### src/rtl/uart_pkg.sv
// Shared constants and types for the UART transmit path.
package uart_pkg;

  localparam int unsigned CLK_HZ                   = 50_000_000;
  localparam int unsigned TXQ_DEPTH_DEFAULT        = 16;
  localparam int unsigned TXQ_BUSY_TIMEOUT_DEFAULT = 4;
  localparam int unsigned BYTE_W                   = 8;
  localparam int unsigned DROP_CNT_W               = 16;

  // Drain FSM states of the transmit queue.
  typedef enum logic [1:0] {
    TXQ_IDLE      = 2'd0,
    TXQ_LAUNCH    = 2'd1,
    TXQ_WAIT_BUSY = 2'd2,
    TXQ_WAIT_DONE = 2'd3
  } uart_txq_state_t;

endpackage

### src/rtl/uart_byte_fifo.sv
// Circular byte buffer with registered occupancy, full and empty flags.
// DEPTH must be a power of two so the pointers wrap naturally.
module uart_byte_fifo
  import uart_pkg::*;
#(
  parameter int unsigned DEPTH = TXQ_DEPTH_DEFAULT
) (
  input  logic                    clk,
  input  logic                    rst_n,
  input  logic                    push_i,
  input  logic [BYTE_W-1:0]       wr_data_i,
  input  logic                    pop_i,
  output logic [BYTE_W-1:0]       head_c,
  output logic                    full_o,
  output logic                    empty_o,
  output logic [$clog2(DEPTH):0]  count_o
);

  localparam int unsigned AW = $clog2(DEPTH);
  localparam int unsigned CW = AW + 1;

  logic [BYTE_W-1:0] mem_q [DEPTH];
  logic [AW-1:0]     wr_ptr_q, wr_ptr_d;
  logic [AW-1:0]     rd_ptr_q, rd_ptr_d;
  logic [CW-1:0]     count_q, count_d;
  logic              full_q, full_d;
  logic              empty_q, empty_d;
  logic              do_push, do_pop;

  assign do_push = push_i & ~full_q;
  assign do_pop  = pop_i & ~empty_q;

  // Pointer and occupancy next-state; flags derived from the next count.
  always_comb begin
    wr_ptr_d = wr_ptr_q;
    rd_ptr_d = rd_ptr_q;
    count_d  = count_q;
    if (do_push) begin
      wr_ptr_d = wr_ptr_q + AW'(1);
    end
    if (do_pop) begin
      rd_ptr_d = rd_ptr_q + AW'(1);
    end
    case ({do_push, do_pop})
      2'b10:   count_d = count_q + CW'(1);
      2'b01:   count_d = count_q - CW'(1);
      default: count_d = count_q;
    endcase
    full_d  = (count_d == CW'(DEPTH));
    empty_d = (count_d == '0);
  end

  // Pointer, count and flag registers.
  always_ff @(posedge clk or negedge rst_n) begin
    if (!rst_n) begin
      wr_ptr_q <= '0;
      rd_ptr_q <= '0;
      count_q  <= '0;
      full_q   <= 1'b0;
      empty_q  <= 1'b1;
    end else begin
      wr_ptr_q <= wr_ptr_d;
      rd_ptr_q <= rd_ptr_d;
      count_q  <= count_d;
      full_q   <= full_d;
      empty_q  <= empty_d;
    end
  end

  // Storage array; contents need no reset since count gates every read.
  always_ff @(posedge clk) begin
    if (do_push) begin
      mem_q[wr_ptr_q] <= wr_data_i;
    end
  end

  assign head_c  = mem_q[rd_ptr_q];
  assign full_o  = full_q;
  assign empty_o = empty_q;
  assign count_o = count_q;

endmodule

### src/rtl/uart_tx_queue.sv
// Byte queue feeding a serial transmitter: drain FSM, sticky error flags and
// an optional dropped-write counter enabled by UART_TX_QUEUE_DROP_COUNT_EN.
module uart_tx_queue
  import uart_pkg::*;
#(
  parameter int unsigned DEPTH        = TXQ_DEPTH_DEFAULT,
  parameter int unsigned BUSY_TIMEOUT = TXQ_BUSY_TIMEOUT_DEFAULT
) (
  input  logic                   clk,
  input  logic                   rst,
  input  logic [7:0]             wr_data,
  input  logic                   wr_en,
  output logic                   full,
  output logic                   empty,
  output logic [$clog2(DEPTH):0] count,
  output logic [7:0]             tx_data,
  output logic                   start_tx,
  input  logic                   tx_ready,
  output logic                   overflow,
  output logic                   tx_err,
  input  logic                   clr_err
`ifdef UART_TX_QUEUE_DROP_COUNT_EN
  ,
  output logic [15:0]            drop_count
`endif
);

  localparam int unsigned TW = $clog2(BUSY_TIMEOUT + 1);

  uart_txq_state_t   state_q, state_d;
  logic [BYTE_W-1:0] tx_data_q, tx_data_d;
  logic              start_tx_q, start_tx_d;
  logic [TW-1:0]     timer_q, timer_d;
  logic              overflow_q, overflow_d;
  logic              tx_err_q, tx_err_d;
  logic              pop_c;
  logic              timeout_c;
  logic              drop_c;
  logic [BYTE_W-1:0] head_c;
  logic              fifo_full, fifo_empty;

  uart_byte_fifo #(
    .DEPTH (DEPTH)
  ) u_fifo (
    .clk       (clk),
    .rst_n     (rst),
    .push_i    (wr_en),
    .wr_data_i (wr_data),
    .pop_i     (pop_c),
    .head_c    (head_c),
    .full_o    (fifo_full),
    .empty_o   (fifo_empty),
    .count_o   (count)
  );

  // A write while full is dropped even if the drain pops in the same cycle.
  assign drop_c = wr_en & fifo_full;

  // Drain FSM next-state: pop on launch, watch the transmitter go busy then idle.
  always_comb begin
    state_d   = state_q;
    tx_data_d = tx_data_q;
    timer_d   = timer_q;
    pop_c     = 1'b0;
    timeout_c = 1'b0;
    case (state_q)
      TXQ_IDLE: begin
        if (!fifo_empty && tx_ready) begin
          state_d   = TXQ_LAUNCH;
          tx_data_d = head_c;
          pop_c     = 1'b1;
        end
      end
      TXQ_LAUNCH: begin
        state_d = TXQ_WAIT_BUSY;
        timer_d = '0;
      end
      TXQ_WAIT_BUSY: begin
        if (!tx_ready) begin
          state_d = TXQ_WAIT_DONE;
        end else if (timer_q == TW'(BUSY_TIMEOUT - 1)) begin
          timeout_c = 1'b1;
          state_d   = TXQ_IDLE;
        end else begin
          timer_d = timer_q + TW'(1);
        end
      end
      TXQ_WAIT_DONE: begin
        if (tx_ready) begin
          state_d = TXQ_IDLE;
        end
      end
      default: state_d = TXQ_IDLE;
    endcase
    start_tx_d = (state_d == TXQ_LAUNCH);
  end

  // Sticky flags; a new event in the same cycle as clr_err keeps the flag set.
  always_comb begin
    overflow_d = drop_c | (overflow_q & ~clr_err);
    tx_err_d   = timeout_c | (tx_err_q & ~clr_err);
  end

  // FSM, launch data and flag registers.
  always_ff @(posedge clk or negedge rst) begin
    if (!rst) begin
      state_q    <= TXQ_IDLE;
      tx_data_q  <= '0;
      start_tx_q <= 1'b0;
      timer_q    <= '0;
      overflow_q <= 1'b0;
      tx_err_q   <= 1'b0;
    end else begin
      state_q    <= state_d;
      tx_data_q  <= tx_data_d;
      start_tx_q <= start_tx_d;
      timer_q    <= timer_d;
      overflow_q <= overflow_d;
      tx_err_q   <= tx_err_d;
    end
  end

`ifdef UART_TX_QUEUE_DROP_COUNT_EN
  logic [DROP_CNT_W-1:0] drop_cnt_q, drop_cnt_d;

  // Saturating dropped-write counter; clear then count a concurrent drop.
  always_comb begin
    drop_cnt_d = drop_cnt_q;
    if (clr_err) begin
      drop_cnt_d = '0;
    end
    if (drop_c && (drop_cnt_d != {DROP_CNT_W{1'b1}})) begin
      drop_cnt_d = drop_cnt_d + DROP_CNT_W'(1);
    end
  end

  // Dropped-write counter register.
  always_ff @(posedge clk or negedge rst) begin
    if (!rst) begin
      drop_cnt_q <= '0;
    end else begin
      drop_cnt_q <= drop_cnt_d;
    end
  end

  assign drop_count = drop_cnt_q;
`endif

  assign full     = fifo_full;
  assign empty    = fifo_empty;
  assign tx_data  = tx_data_q;
  assign start_tx = start_tx_q;
  assign overflow = overflow_q;
  assign tx_err   = tx_err_q;

endmodule
### config.mk
export PLATFORM = sky130hd
export DESIGN_NAME = uart_tx_queue
export DESIGN_NICKNAME = d
export VERILOG_FILES = /design/src/rtl/uart_pkg.sv /design/src/rtl/uart_byte_fifo.sv /design/src/rtl/uart_tx_queue.sv
export SDC_FILE = /design/constraint.sdc
export NUM_CORES = 1
export LEC_CHECK = 0
export CELL_PAD_IN_SITES_DETAIL_PLACEMENT = 0
export CELL_PAD_IN_SITES_GLOBAL_PLACEMENT = 2
export CORE_ASPECT_RATIO = 0.9
export CORE_MARGIN = 2
export CORE_UTILIZATION = 43
export CTS_CLUSTER_SIZE = 30
export DETAILED_ROUTE_END_ITERATION = 8
export HOLD_SLACK_MARGIN = 0.03
export PLACE_DENSITY = 0.84
export SLEW_MARGIN = 20
export SYNTH_ARGS = -nofsm -noshare
export SYNTH_HDL_FRONTEND = slang
export SYNTH_SLANG_ARGS = --single-unit
### constraint.sdc
create_clock -name clk -period 3.5 [get_ports clk]
set_input_delay 0.525 -clock clk [delete_from_list [all_inputs] [get_ports clk]]
set_output_delay 0.525 -clock clk [all_outputs]
set_load 0.005 [all_outputs]
==> results of run 1 <==
-- Yosys cell counts --
cell type | instances | area share
clkbuf_1 | 4 | 0.0023
buf_2 | 7 | 0.0054
o32ai_1 | 1 | 0.0013
o21ai_0 | 18 | 0.014
edfxtp_1 | 128 | 0.59
clkbuf_2 | 1 | 0.00077
a22oi_1 | 6 | 0.0069
a21o_1 | 1 | 0.0012
inv_1 | 14 | 0.0080
xor2_1 | 3 | 0.0040
nor3_1 | 5 | 0.0038
mux2i_1 | 4 | 0.0061
nand3_1 | 1 | 0.00077
xnor2_1 | 6 | 0.0080
a311oi_1 | 1 | 0.0013
nand4_1 | 2 | 0.0019
a21oi_1 | 8 | 0.0061
mux4_1 | 10 | 0.040
buf_6 | 2 | 0.0034
nand3b_2 | 1 | 0.0017
mux4_2 | 20 | 0.069
buf_4 | 1 | 0.0012
ha_1 | 11 | 0.021
and2_1 | 18 | 0.017
dfrtp_1 | 30 | 0.11
o21ai_1 | 3 | 0.0023
and3_1 | 1 | 0.00096
nor2_1 | 7 | 0.0040
nand2_1 | 17 | 0.0098
o211a_1 | 1 | 0.0015
a22o_1 | 1 | 0.0013
buf_12 | 1 | 0.0031
nand2b_1 | 1 | 0.00096
a221o_1 | 2 | 0.0031
mux2_2 | 8 | 0.014
or3_1 | 1 | 0.00096
dfstp_2 | 1 | 0.0040
fa_1 | 1 | 0.0031
o21a_1 | 2 | 0.0023
o311ai_0 | 1 | 0.0013
o311ai_1 | 1 | 0.0013
o211ai_1 | 2 | 0.0023
nor3b_1 | 3 | 0.0034
o31a_1 | 1 | 0.0013
nor2b_1 | 10 | 0.0096
-- cells in the final DEF (no fill, tap or decap), types with 7 or more instances in the layout --
cell type,synthesis,routed
and2_1,18,18
mux4_1,10,10
ha_1,11,11
mux2_2,8,8
nor2_1,7,7
o21ai_0,18,18
mux4_2,20,20
buf_4,1,7
clkdlybuf4s50_1,0,29
inv_1,14,14
nor2b_1,10,10
edfxtp_1,128,128
dfrtp_1,30,30
nand2_1,17,17
a21oi_1,8,8
clkbuf_16,0,17
-- flip-flops by register name, summed over array words and instances, names as in the netlist --
signal           cells
u_fifo.empty_o       1
timer_q              3
tx_data              8
u_fifo.mem_q       128
tx_err               1
start_tx             1
u_fifo.wr_ptr_q      4
u_fifo.full_o        1
u_fifo.rd_ptr_q      4
state_q              2
u_fifo.count_o       5
overflow             1
-- routing by layer --
metal  track usage  part of all wire  vias up
met1        0.2146              0.44     1689
met2        0.2830              0.51       69
met3       0.05054             0.043        9
li1              -                 -     1520
met5             0                 0        -
met4       0.04388            0.0085        0
-- kinds of logic after synthesis --
| kind of cell | after synthesis | share of synthesized area |
|---|---|---|
| compound gates | 49 | 0.04753 |
| xor+xnor | 9 | 0.01207 |
| fa+ha+maj | 12 | 0.02415 |
| buf+inv | 30 | 0.02415 |
| flops | 159 | 0.7077 |
| mux | 42 | 0.1292 |
| simple gates | 67 | 0.05519 |
-- worst min-delay path by stage --
stage                  to  depth (start not counted)  startpoint  slack (ns)
3_3_place_gp   timer_q[2]                          2  timer_q[2]        0.49
4_1_cts        tx_data[2]                          1         rst        0.22
5_1_grt        tx_data[2]                          1         rst        0.23
6_report       tx_data[2]                          1         rst        0.19
3_5_place_dp   timer_q[2]                          2  timer_q[2]        0.51
2_1_floorplan    overflow                          0         rst        0.23
-- power breakdown --
part	leakage [µW]	switching (µW)	internal [µW]
clock	0.000264	687	1050
sequential	0.00154	266	2360
combinational	0.000839	725	835
-- cell type report --
cell class              count  area share
well taps                 198     0.03260
inverters                  14    0.006916
clock inverters            10     0.01515
clock buffers              22     0.05846
flip-flops and latches    159      0.6081
multi-input cells         179      0.2304
repair buffers             38     0.04841
-- metrics by stage --
stage | cell area [µm²] | hold WS (ns) | total power [µW] | instances | utilization
2_1_floorplan | 6529 | 0.2294 | 3685 | 368 | -
3_3_place_gp | 7039 | 0.4874 | 4203 | 588 | 0.4767
3_5_place_dp | 7039 | 0.5136 | 4239 | 588 | 0.4767
4_1_cts | 7599 | 0.2178 | 5983 | 620 | 0.5146
5_1_grt | 7599 | 0.2340 | 6235 | 620 | 0.5146
6_report | 7599 | 0.1943 | 5916 | 620 | 0.5146
==> metrics.yaml, run 1 <==
die_w_um: 133.9
numCtsBuffers: 17
startpoint_type: "input pin"
rsz0062_at_grt: "false"
timing.final.ws_setup_ns: 0.7748
boundaryPins: 31
rows: 42
fill_cells: 1179
crit_top_cell: "ha_1"
cts_buffer_depth: 2
routed_wl_um: 12500
ys_warn_count: 0
required_ns: 3.80
gp_congestion: 0.7612
finalHoldViolations: 0
syn-instance-count: 368
drive_above_1_share: 0.1564
grt-ovfl-total: 0
start_util: 0.4421
drt_iter0_drc: 339
critical-path-slowest-cell: "clkdlybuf4s50_1"
endpoint_kind: "flop"
ant_nets: 0
finalSetupViolations: 0
status: "finished, final reports clean"
grt_antenna_before_repair: 0
worst_slew_pin_slew_ns: 0.8635
die-area_um2: 16190
diodes: 0
ir_drop_v: 0.0004281
nNetsFinal: 434
skew_ns: 0.008074
syn-num-nets: 393
cts_hold_buf: 0
tns_ns: 0
post_drt_wl_per_cell_um: 20.16
cts-root-buf: "clkbuf_16"
clk_pin_slew_worst_paths_ns: 0.06
ys_ff_latch: 159
io_buffer_count: 30
cp-startpoint: "tx_ready"
leakagePower_uw: 0.002645
cp_max_fo: 8
via_count: 3287
ys_types: 45
reg2regPathDepth: 10
cts_tree: "done"
slowest_delay_ns: 0.58
die_h_um: 120.9
post_cts_buffers: 0
core_um2: 14770
cp.depth: 10
cp_cell_sequence: "clkdlybuf4s50_1 > nand3b_2 > inv_1 > ha_1 > ha_1 > nor2b_1 > o21a_1 > o311ai_0 > o311ai_1 > and2_1"
synth_area_per_cell_um2: 17.74
clkSinkCount: 159
first_pass_iters: 4
ys_seq_area_frac: 0.7077
grt_usage: 0.1682
via_per_inst: 5.302
dp_slack_ns: 0.3972
regArea_um2: 4621
endpoint: "u_fifo.full_o"
multi_input_area_um2: 1750
path_buf_inv: 2
critical_path.top_delay_family: "compound AO/OA/AOI/OAI gates"
drc_errors: 0
cp.arrival_ns: 3.03
period_share: 0.7786
finalCriticalPeriod_ns: 2.725
max_freq_ghz: 0.3669
r2r-start: "state_q[0]"
grt_start_max_net_pins: 32
clock_latency_ns: 0.42
ff2ff_setup_slack_ns: 0.80
syn_area_um2: 6529
power.density_nw_per_um2: 778.5
dp_hpwl_um: 7992
r2r-end: "u_fifo.full_o"
critPathKind: "in -> reg"
htree_levels: 4
grt_pass1_vias: 3534
max-cap-violations: 0
min_path_type: "in -> async"
slew_headroom: 0.4243
synthToLayoutAreaGrowth_pct: 16.39
cts_resized: 0
drv_slew: 0
grt_first_pass_wirelength_um: 19660
(Power assumes the default switching activity.)
==> run 2, diff against run 1 <==
==> constraint.sdc (replaced) <==
create_clock -name clk -period 2.59 [get_ports clk]
set_input_delay 0.3885 -clock clk [delete_from_list [all_inputs] [get_ports clk]]
set_output_delay 0.3885 -clock clk [all_outputs]
set_load 0.005 [all_outputs]
==> run 2 against run 1 <==
Effect of this change:
- flip-flop and latch count unchanged
- combinational power increased by 51%
- critical endpoint unchanged
- cell count increased by 4.0%
- clock power increased by 31%
- wire length decreased by 0.52%
- global-route usage about the same
==> metrics.yaml, run 2 (synthesis gave the netlist of run 1 again) <==
status: "finished, final reports clean"
leakagePower_uw: 0.002778  # +5.0%
cts-root-buf: "clkbuf_16"
hold_ws_ns: 0.04899  # -0.1453 ns
numCtsBuffers: 17  # unchanged
postLayoutCellArea_um2: 7791  # +2.5%
clkSinkCount: 159  # unchanged
max_flop_register: "u_fifo.mem_q"
max-cap-violations: 0  # unchanged
finalCriticalPeriod_ns: 2.388
die_w_um: 133.9  # unchanged
startpoint_type: "flop"
finalHoldViolations: 0  # unchanged
layout_commonest_cell: "edfxtp_1"
diodes: 0  # unchanged
clk_pin_slew_worst_paths_ns: 0.06  # about the same
fill_cells: 1213  # +2.9%
dpl_cell_area_um2: 7227  # +2.7%
grt_first_pass_wirelength_um: 19680  # +0.10%
critPathKind: "reg -> reg"
required_ns: 2.94  # -0.86 ns
endpoint_kind: "flop"
drive_above_1_share: 0.2170  # +0.06060
finalSetupViolations: 0  # unchanged
drc_errors: 0  # unchanged
regArea_um2: 4621  # unchanged
io_buffer_count: 30  # unchanged
largest_reg_flops: 128  # unchanged
use_met2: 0.2798  # -0.003205
cts_tree: "done"
use_met3: 0.04344  # -0.007101
most-common-layout-cells: "edfxtp_1 (128), buf_4 (32), dfrtp_1 (30)"
routed_wl_um: 12430  # -0.52%
post_drt_wl_per_cell_um: 19.28  # -4.4%
core_um2: 14770  # unchanged
grt-busiest-layer: "met2"
first_pass_iters: 5  # +1
start_util: 0.4421  # unchanged
htree_levels: 4  # unchanged
use_met1: 0.2150  # +0.0004700
grt_antenna_before_repair: 0  # unchanged
totalPowerFinal_uw: 8055  # +36%
die_h_um: 120.9  # unchanged
die-area_um2: 16190  # unchanged
slew_headroom: 0.4708  # +0.04645
synthToLayoutAreaGrowth_pct: 19.34
grt_start_max_net_pins: 32  # unchanged
grt_pass1_vias: 3521  # -0.37%
period_share: 0.9222
cp.arrival_ns: 2.74  # -0.29 ns
grt_usage: 0.1687  # +0.0004163
cp_max_fo: 5  # -3
drv_slew: 0  # unchanged
skew_ns: 0.01314  # +0.005071 ns
post_cts_buffers: 0  # unchanged
power.density_nw_per_um2: 1034  # +33%
multi_input_area_um2: 1770  # +1.1%
max_freq_ghz: 0.4187
clock_latency_ns: 0.42  # about the same
grt-ovfl-total: 0  # unchanged
ir_drop_v: 0.0005924  # +38%
boundaryPins: 31  # unchanged
via_per_inst: 5.254  # -0.89%
ant_nets: 0  # unchanged
rows: 42  # unchanged
rsz0062_at_grt: "false"
dp_hpwl_um: 7944  # -0.60%
min_path_type: "in -> async"
via_count: 3389  # +3.1%
nNetsFinal: 459  # +5.8%
cts_buffer_depth: 2  # unchanged
drt_iter0_drc: 316  # -6.8%
worst_slew_pin_slew_ns: 0.7939  # -0.06968 ns
gp_congestion: 0.8385  # +10%
[run 2: cell count changes in the layout (fill, tap and decap cells not counted), sizes merged]
cell,previous run,this run
inv,14,17
clkinvlp,3,2
clkbuf,22,21
buf,9,34
clkinv,5,6
bufinv,2,0
[run 2: per-stage QoR]
step / worst slack, ns / TNS [ns] / cells / utilization
after floorplan: 0.02289 / 0 / 368 / -
after global placement: -0.1579 / -0.2707 / 613 / 0.4894
after detailed placement: -0.3266 / -0.7525 / 613 / 0.4894
after CTS: 0.09931 / 0 / 645 / 0.5263
after global routing: 0.02927 / 0 / 645 / 0.5276
final: 0.2015 / 0 / 645 / 0.5276
[run 2: power by group]
part           leakage [µW]  total, µW  switching [µW]  internal [µW]
Sequential          0.00154       3450             268           3180
Combinational      0.000972       2350            1090           1250
Clock              0.000263       2260             968           1290
[run 2: path summary, 6_finish.rpt]
path,from,end,slack [ns],cells past startpoint
setup / recovery,state_q[1],u_fifo.full_o,0.20,12
hold / removal,rst,tx_data[0],0.05,1
setup reg to reg,state_q[1],u_fifo.full_o,0.20,12
hold reg to reg,u_fifo.full_o,overflow,0.51,2
max in group asynchronous,rst,u_fifo.wr_ptr_q[2],2.02,1
min in group clk,u_fifo.full_o,overflow,0.51,2
[run 2: critical path, stage by stage (launching register included)]
cell and delay, ns:
dfrtp_1 0.43, nor2_2 0.14, nand3b_2 0.09, inv_1 0.11
ha_2 0.23, inv_1 0.07, fa_1 0.39, nor2b_1 0.19
o21a_1 0.17, buf_4 0.12, o21ai_0 0.08, o311ai_2 0.11
and2_1 0.18
[run 2: layer usage]
layer | up-vias | wire length (µm)
met1 | 1740 | 5497
met5 | - | 0
met2 | 65 | 6283
met3 | 16 | 504
met4 | 0 | 147
li1 | 1568 | -
[run 2: layout make-up]
class,instances,area share
Clock buffer,21,0.05926
Clock inverter,11,0.01060
Inverter,14,0.006745
Multi-Input combinational cell,179,0.2272
Sequential cell,159,0.5931
Tap cell,198,0.03180
Timing Repair Buffer,63,0.07130
[run 2: repair_timing]
action | 4_1_cts | 5_1_grt
pin swaps | 0 | 0
endpoints found under the hold margin | 0 | 0
hold buffers | 0 | 0
resized for setup | 1 | 4
setup endpoints to repair | 1 | 2
